<file path="src/rtl/dtack_pkg.sv">
// Shared types and widths for the 68000 DTACK/BERR generator.
// Holds the FSM state enum, counter widths and the region select encoding.
package dtack_pkg;

  localparam int WS_W = 4;
  localparam int TO_W = 8;

  typedef enum logic [2:0] {
    IDLE  = 3'd0,
    WAIT  = 3'd1,
    ACK   = 3'd2,
    UNMAP = 3'd3,
    ERR   = 3'd4
  } state_t;

  typedef enum logic [1:0] {
    RGN_NONE = 2'd0,
    RGN_ROM  = 2'd1,
    RGN_RAM  = 2'd2,
    RGN_IO   = 2'd3
  } region_t;

  // Fixed priority ROM > RAM > IO when decodes overlap.
  function automatic region_t region_sel(input logic rom, input logic ram, input logic io);
    if (rom) begin
      return RGN_ROM;
    end else if (ram) begin
      return RGN_RAM;
    end else if (io) begin
      return RGN_IO;
    end
    return RGN_NONE;
  endfunction

endpackage

</file>
<file path="src/rtl/dtack_gen_bus_watchdog.sv">
// Unmapped-access watchdog: saturating CPU-tick counter and timeout compare.
// Only instantiated by dtack_gen when BUS_TIMEOUT_EN is defined.
module bus_watchdog
  import dtack_pkg::*;
#(
  parameter int TIMEOUT_CYCLES = 64
) (
  input  logic clk_in,
  input  logic reset,
  input  logic clr,
  input  logic inc,
  output logic expired
);

  localparam logic [TO_W-1:0] LIMIT = TO_W'(TIMEOUT_CYCLES);

  logic [TO_W-1:0] cnt;

  function automatic logic [TO_W-1:0] sat_inc(input logic [TO_W-1:0] v);
    return (v == {TO_W{1'b1}}) ? v : v + 1'b1;
  endfunction

  always_ff @(posedge clk_in or posedge reset) begin
    if (reset) begin
      cnt <= '0;
    end else if (clr) begin
      cnt <= '0;
    end else if (inc) begin
      cnt <= sat_inc(cnt);
    end
  end

  assign expired = (cnt >= LIMIT);

endmodule

</file>
<file path="src/rtl/dtack_gen.sv">
// 68000 DTACK/BERR generator with per-region wait states counted in CPU clocks.
// Optional unmapped-access bus error is enabled by defining BUS_TIMEOUT_EN.
module dtack_gen
  import dtack_pkg::*;
#(
  parameter int WS_ROM         = 2,
  parameter int WS_RAM         = 0,
  parameter int WS_IO          = 4,
  parameter int TIMEOUT_CYCLES = 64
) (
  input  logic clk_in,
  input  logic reset,
  input  logic cpu_clk,
  input  logic as_n,
  input  logic cs_rom,
  input  logic cs_ram,
  input  logic cs_io,
  output logic dtack_n,
  output logic berr_n,
  output logic busy
);

  if (WS_ROM < 0 || WS_ROM > 15) begin : g_bad_ws_rom
    $error("dtack_gen: WS_ROM must be in 0..15");
  end
  if (WS_RAM < 0 || WS_RAM > 15) begin : g_bad_ws_ram
    $error("dtack_gen: WS_RAM must be in 0..15");
  end
  if (WS_IO < 0 || WS_IO > 15) begin : g_bad_ws_io
    $error("dtack_gen: WS_IO must be in 0..15");
  end
  if (TIMEOUT_CYCLES < 1 || TIMEOUT_CYCLES > 255) begin : g_bad_timeout
    $error("dtack_gen: TIMEOUT_CYCLES must be in 1..255");
  end

  state_t          state;
  logic [WS_W-1:0] wcnt;
  logic            as_n_p1;
  logic            cpu_clk_p1;
  logic            cpu_tick;
  logic            to_expired;
  region_t         rgn;

  function automatic logic [WS_W-1:0] region_ws(input region_t r);
    case (r)
      RGN_ROM: region_ws = WS_W'(WS_ROM);
      RGN_RAM: region_ws = WS_W'(WS_RAM);
      RGN_IO:  region_ws = WS_W'(WS_IO);
      default: region_ws = '0;
    endcase
  endfunction

  // Stage p1: strobe register and CPU clock edge detect (same clock domain).
  always_ff @(posedge clk_in or posedge reset) begin
    if (reset) begin
      as_n_p1    <= 1'b1;
      cpu_clk_p1 <= 1'b0;
    end else begin
      as_n_p1    <= as_n;
      cpu_clk_p1 <= cpu_clk;
    end
  end

  assign cpu_tick = cpu_clk & ~cpu_clk_p1;
  assign rgn      = region_sel(cs_rom, cs_ram, cs_io);

`ifdef BUS_TIMEOUT_EN
  logic to_clr;
  logic to_inc;

  // Held clear while idle so every unmapped access starts counting from zero.
  assign to_clr = (state == IDLE);
  assign to_inc = (state == UNMAP) & cpu_tick;

  bus_watchdog #(
    .TIMEOUT_CYCLES(TIMEOUT_CYCLES)
  ) u_watchdog (
    .clk_in (clk_in),
    .reset  (reset),
    .clr    (to_clr),
    .inc    (to_inc),
    .expired(to_expired)
  );
`else
  assign to_expired = 1'b0;
`endif

  // Stage p2: bus cycle FSM with registered DTACK/BERR/busy.
  always_ff @(posedge clk_in or posedge reset) begin
    if (reset) begin
      state   <= IDLE;
      wcnt    <= '0;
      dtack_n <= 1'b1;
      berr_n  <= 1'b1;
      busy    <= 1'b0;
    end else begin
      case (state)
        IDLE: begin
          if (!as_n_p1) begin
            busy <= 1'b1;
            if (rgn == RGN_NONE) begin
              state <= UNMAP;
            end else begin
              state <= WAIT;
              wcnt  <= region_ws(rgn);
            end
          end
        end
        WAIT: begin
          if (as_n_p1) begin
            state <= IDLE;
            busy  <= 1'b0;
          end else if (wcnt == '0) begin
            state   <= ACK;
            dtack_n <= 1'b0;
          end else if (cpu_tick) begin
            wcnt <= wcnt - 1'b1;
          end
        end
        ACK: begin
          if (as_n_p1) begin
            state   <= IDLE;
            dtack_n <= 1'b1;
            busy    <= 1'b0;
          end
        end
        UNMAP: begin
          if (as_n_p1) begin
            state <= IDLE;
            busy  <= 1'b0;
          end else if (to_expired) begin
            state  <= ERR;
            berr_n <= 1'b0;
          end
        end
        ERR: begin
          if (as_n_p1) begin
            state  <= IDLE;
            berr_n <= 1'b1;
            busy   <= 1'b0;
          end
        end
        default: begin
          state   <= IDLE;
          dtack_n <= 1'b1;
          berr_n  <= 1'b1;
          busy    <= 1'b0;
        end
      endcase
    end
  end

endmodule

</file>
<file path="config.mk">
export PLATFORM = sky130hd
export DESIGN_NAME = dtack_gen
export DESIGN_NICKNAME = d
export VERILOG_FILES = /design/src/rtl/dtack_pkg.sv /design/src/rtl/dtack_gen_bus_watchdog.sv /design/src/rtl/dtack_gen.sv
export SDC_FILE = /design/constraint.sdc
export NUM_CORES = 1
export LEC_CHECK = 0
export BUFFER_PORTS_ARGS = -buffer_cell sky130_fd_sc_hd__buf_4
export CORE_MARGIN = 8
export CORE_UTILIZATION = 48
export DETAILED_ROUTE_END_ITERATION = 8
export PLACE_DENSITY_LB_ADDON = 0.15
export SYNTH_ARGS = -nofsm -noshare
export SYNTH_HDL_FRONTEND = slang
export SYNTH_SLANG_ARGS = --single-unit
</file>
<file path="constraint.sdc">
create_clock -name clk_in -period 1.56 [get_ports clk_in]
set_clock_uncertainty 0.15 [all_clocks]
set_input_delay 0.468 -clock clk_in [delete_from_list [all_inputs] [get_ports clk_in]]
set_output_delay 0.468 -clock clk_in [all_outputs]
set_load 0.05 [all_outputs]
</file>
==> impl_metrics.toml <==
[clocking]
clk_pin_slew_ps = 60
h-tree-depth = 1
cts_buffer_depth = 2
cts_tree = "yes"
clockRootBuffer = "clkbuf_4"
clkSinkCount = 10
clock_latency_ps = 270
cts_made_buffers = 3

[floorplanning]
chipWidth_um = 52.8
start_util_pct = 50.6
die_height_um = 52.8
die_area_um2 = 2790
ioPinCount = 10
coreArea_um2 = 1280
rows = 13

[finish]
layout.cells.non_filler = 122
diodes = 0
drive_gt1_share_pct = 59.8
fin_nets = 122
final_cell_mix = "buf_4, dfrtp_1, a21oi_1, nor2_1, inv_2"
final_area_um2 = 1090
layout_commonest_cell = "buf_4"
area_delta_synth_final_pct = 68.1
final_util_pct = 85.1

[critical_path]
critPathRequiredTime_ps = 1590
cp-start-kind = "flop"
cp-end-kind = "flop"
crit_fanout = 3
crit_family = "buffers and inverters"
worst-path-buf-inv = 4
slowest_stage = "dfrtp_1"
worstPathCellList = "inv_2, buf_4, ha_4, nor4b_4, buf_4, a211oi_4, buf_4, nor2_1, a211oi_1"
cp_data_arrival_time_ps = 1820
max_stage_delay_ps = 360
critPathKind = "flop to flop"
crit_top_cell = "buf_4"

[power]
total_power_mw = 2.20
p_leak_nw = 0.523
vdd_drop_max_uv = 1040
power_density_nw_per_um2 = 2010

[routing]
drtAntennaViolNets = 0
viasPerCell = 5.21
dr.pass1.iters = 4
wirelength_um = 1780
drtIter0Drc = 9
dr_total_vias = 636
wl_per_cell_um = 14.6
route.detailed.drc = 0

[placed_design]
dpl-instance-area_um2 = 926
portBuffers = 8
dp.final_hpwl_um = 1250
dpl.cell_count = 110
gp_congestion = 0.763

[yosys]
yosysWarnings = 0
seq_area_frac_synth_pct = 38.8
netlist_instances = 66
synth.distinct_cells = 32
synthesis.nets = 79
avgSynthCellArea_um2 = 9.86
netlist_area_um2 = 651
ys_ff_latch = 10

[worst_hold_path]
min_path_type = "input port to async pin"

[sta]
slew_viol_final = 0
hold_violations = 0
max_freq_mhz = 558
finalCritPeriodShare_pct = 115
setup_viol = 7
period_needed_ps = 1790
setup_slack_ps = -231
rsz0062_at_grt = "true"

[global_route]
grt_max_degree = 11
grt.total_usage_pct = 13.1
grt_pass1_vias = 630
grt_first_pass_wirelength_um = 2680
overflow = 0
antenna_found_initial = 0

[status]
outcome = "complete, but fails checks"
violations = "setup timing"

[run]
cap_violations = 0
## worst paths after layout
check | from | endpoint | slack (ps) | cells after the start
max | state[1] | wcnt[2] | -230 | 9
min | reset | wcnt[2] | 40 | 2
max reg2reg | state[1] | wcnt[2] | -230 | 9
min reg2reg | busy | busy | 360 | 1
max in group asynchronous | reset | as_n_p1 | 910 | 2
min in group clk_in | as_n | as_n_p1 | 150 | 1
## flip-flops by register name, summed over array words and instances (netlist names)
register,cells
as_n_p1,1
cpu_clk_p1,1
wcnt,4
busy,1
state,2
dtack_n,1
## Yosys cell counts
cell | number | share of area [%]
o21bai_1 | 1 | 1.2
nor4_1 | 1 | 0.96
conb_1 | 1 | 0.58
nor3b_2 | 1 | 1.9
a2bb2oi_1 | 1 | 1.3
or2b_1 | 1 | 1.2
o21ai_0 | 3 | 2.3
a31oi_1 | 1 | 0.96
buf_4 | 1 | 1.2
inv_1 | 6 | 3.5
nor4b_1 | 1 | 1.3
nand2b_1 | 1 | 0.96
mux2_1 | 1 | 1.7
nand3_1 | 1 | 0.77
buf_6 | 1 | 1.7
nand2b_4 | 1 | 2.1
a22o_1 | 1 | 1.3
nand3b_1 | 1 | 1.2
dfstp_2 | 2 | 8.1
nor4b_4 | 1 | 3.7
a211oi_2 | 1 | 1.9
nand2_1 | 3 | 1.7
a21oi_1 | 7 | 5.4
ha_1 | 6 | 12
nor2b_1 | 3 | 2.9
nor3_1 | 2 | 1.5
a21boi_1 | 1 | 1.2
dfrtp_1 | 8 | 31
buf_2 | 1 | 0.77
a211oi_1 | 1 | 1.2
o22ai_1 | 1 | 0.96
nor2_1 | 4 | 2.3
## worst register-to-register path, stage by stage, from the launching register on
cell and delay (ps):
dfrtp_1 360, inv_2 60, buf_4 140, ha_4 160, nor4b_4 130, buf_4 130
a211oi_4 190, buf_4 160, nor2_1 40, a211oi_1 170
## metrics by stage
| step | setup TNS (ps) | hold WS (ps) | setup WS, ps |
|---|---|---|---|
| after floorplan | -493 | 157 | -135 |
| after detailed placement | -771 | 322 | -170 |
| after global placement | -605 | 322 | -138 |
| final | -1010 | 35.2 | -231 |
| after CTS | -797 | 44.8 | -175 |
| after global routing | -1500 | 74.0 | -290 |
## routing by layer
metal  global-route usage [%]  vias to the layer above  part of all wire, %  wire, um
met2                     22.3                       19                   51       903
met4                     7.76                        0                  2.5        44
met1                     14.1                      300                   43       758
met5                        0                        -                    0         0
met3                     3.41                        5                  4.0        71
li1                         -                      312                    -         -
## logic make-up after synthesis
kind of cell | share of synthesized area, %
muxes | 1.73
AOI/OAI and AO/OA | 17.7
adders and majority gates | 11.5
DFF | 38.8
other | 0.576
buffers and inverters | 7.11
and+or+nand+nor | 22.5
## timing repair
action / CTS / global route
endpoints found under the setup margin: 6 / 8
pin swaps: 1 / 7
hold buffers: 0 / 0
setup buffers: 4 / 5
resized for setup: 5 / 11
## area by class of cell
cell class	instances	area, um2
fillers	87	191
flip-flops and latches	10	253
clock buffers	3	22.5
inverters	6	22.5
repair buffers	41	332
multi-input cells	47	445
well taps	15	18.8
## where the power goes
| group | internal (mW) | switching (mW) |
|---|---|---|
| Clock | 0.0893 | 0.0891 |
| Sequential | 0.365 | 0.0735 |
| Combinational | 0.901 | 0.681 |
| Total | 1.36 | 0.843 |
Note: power is estimated with default switching activity, not from simulation.
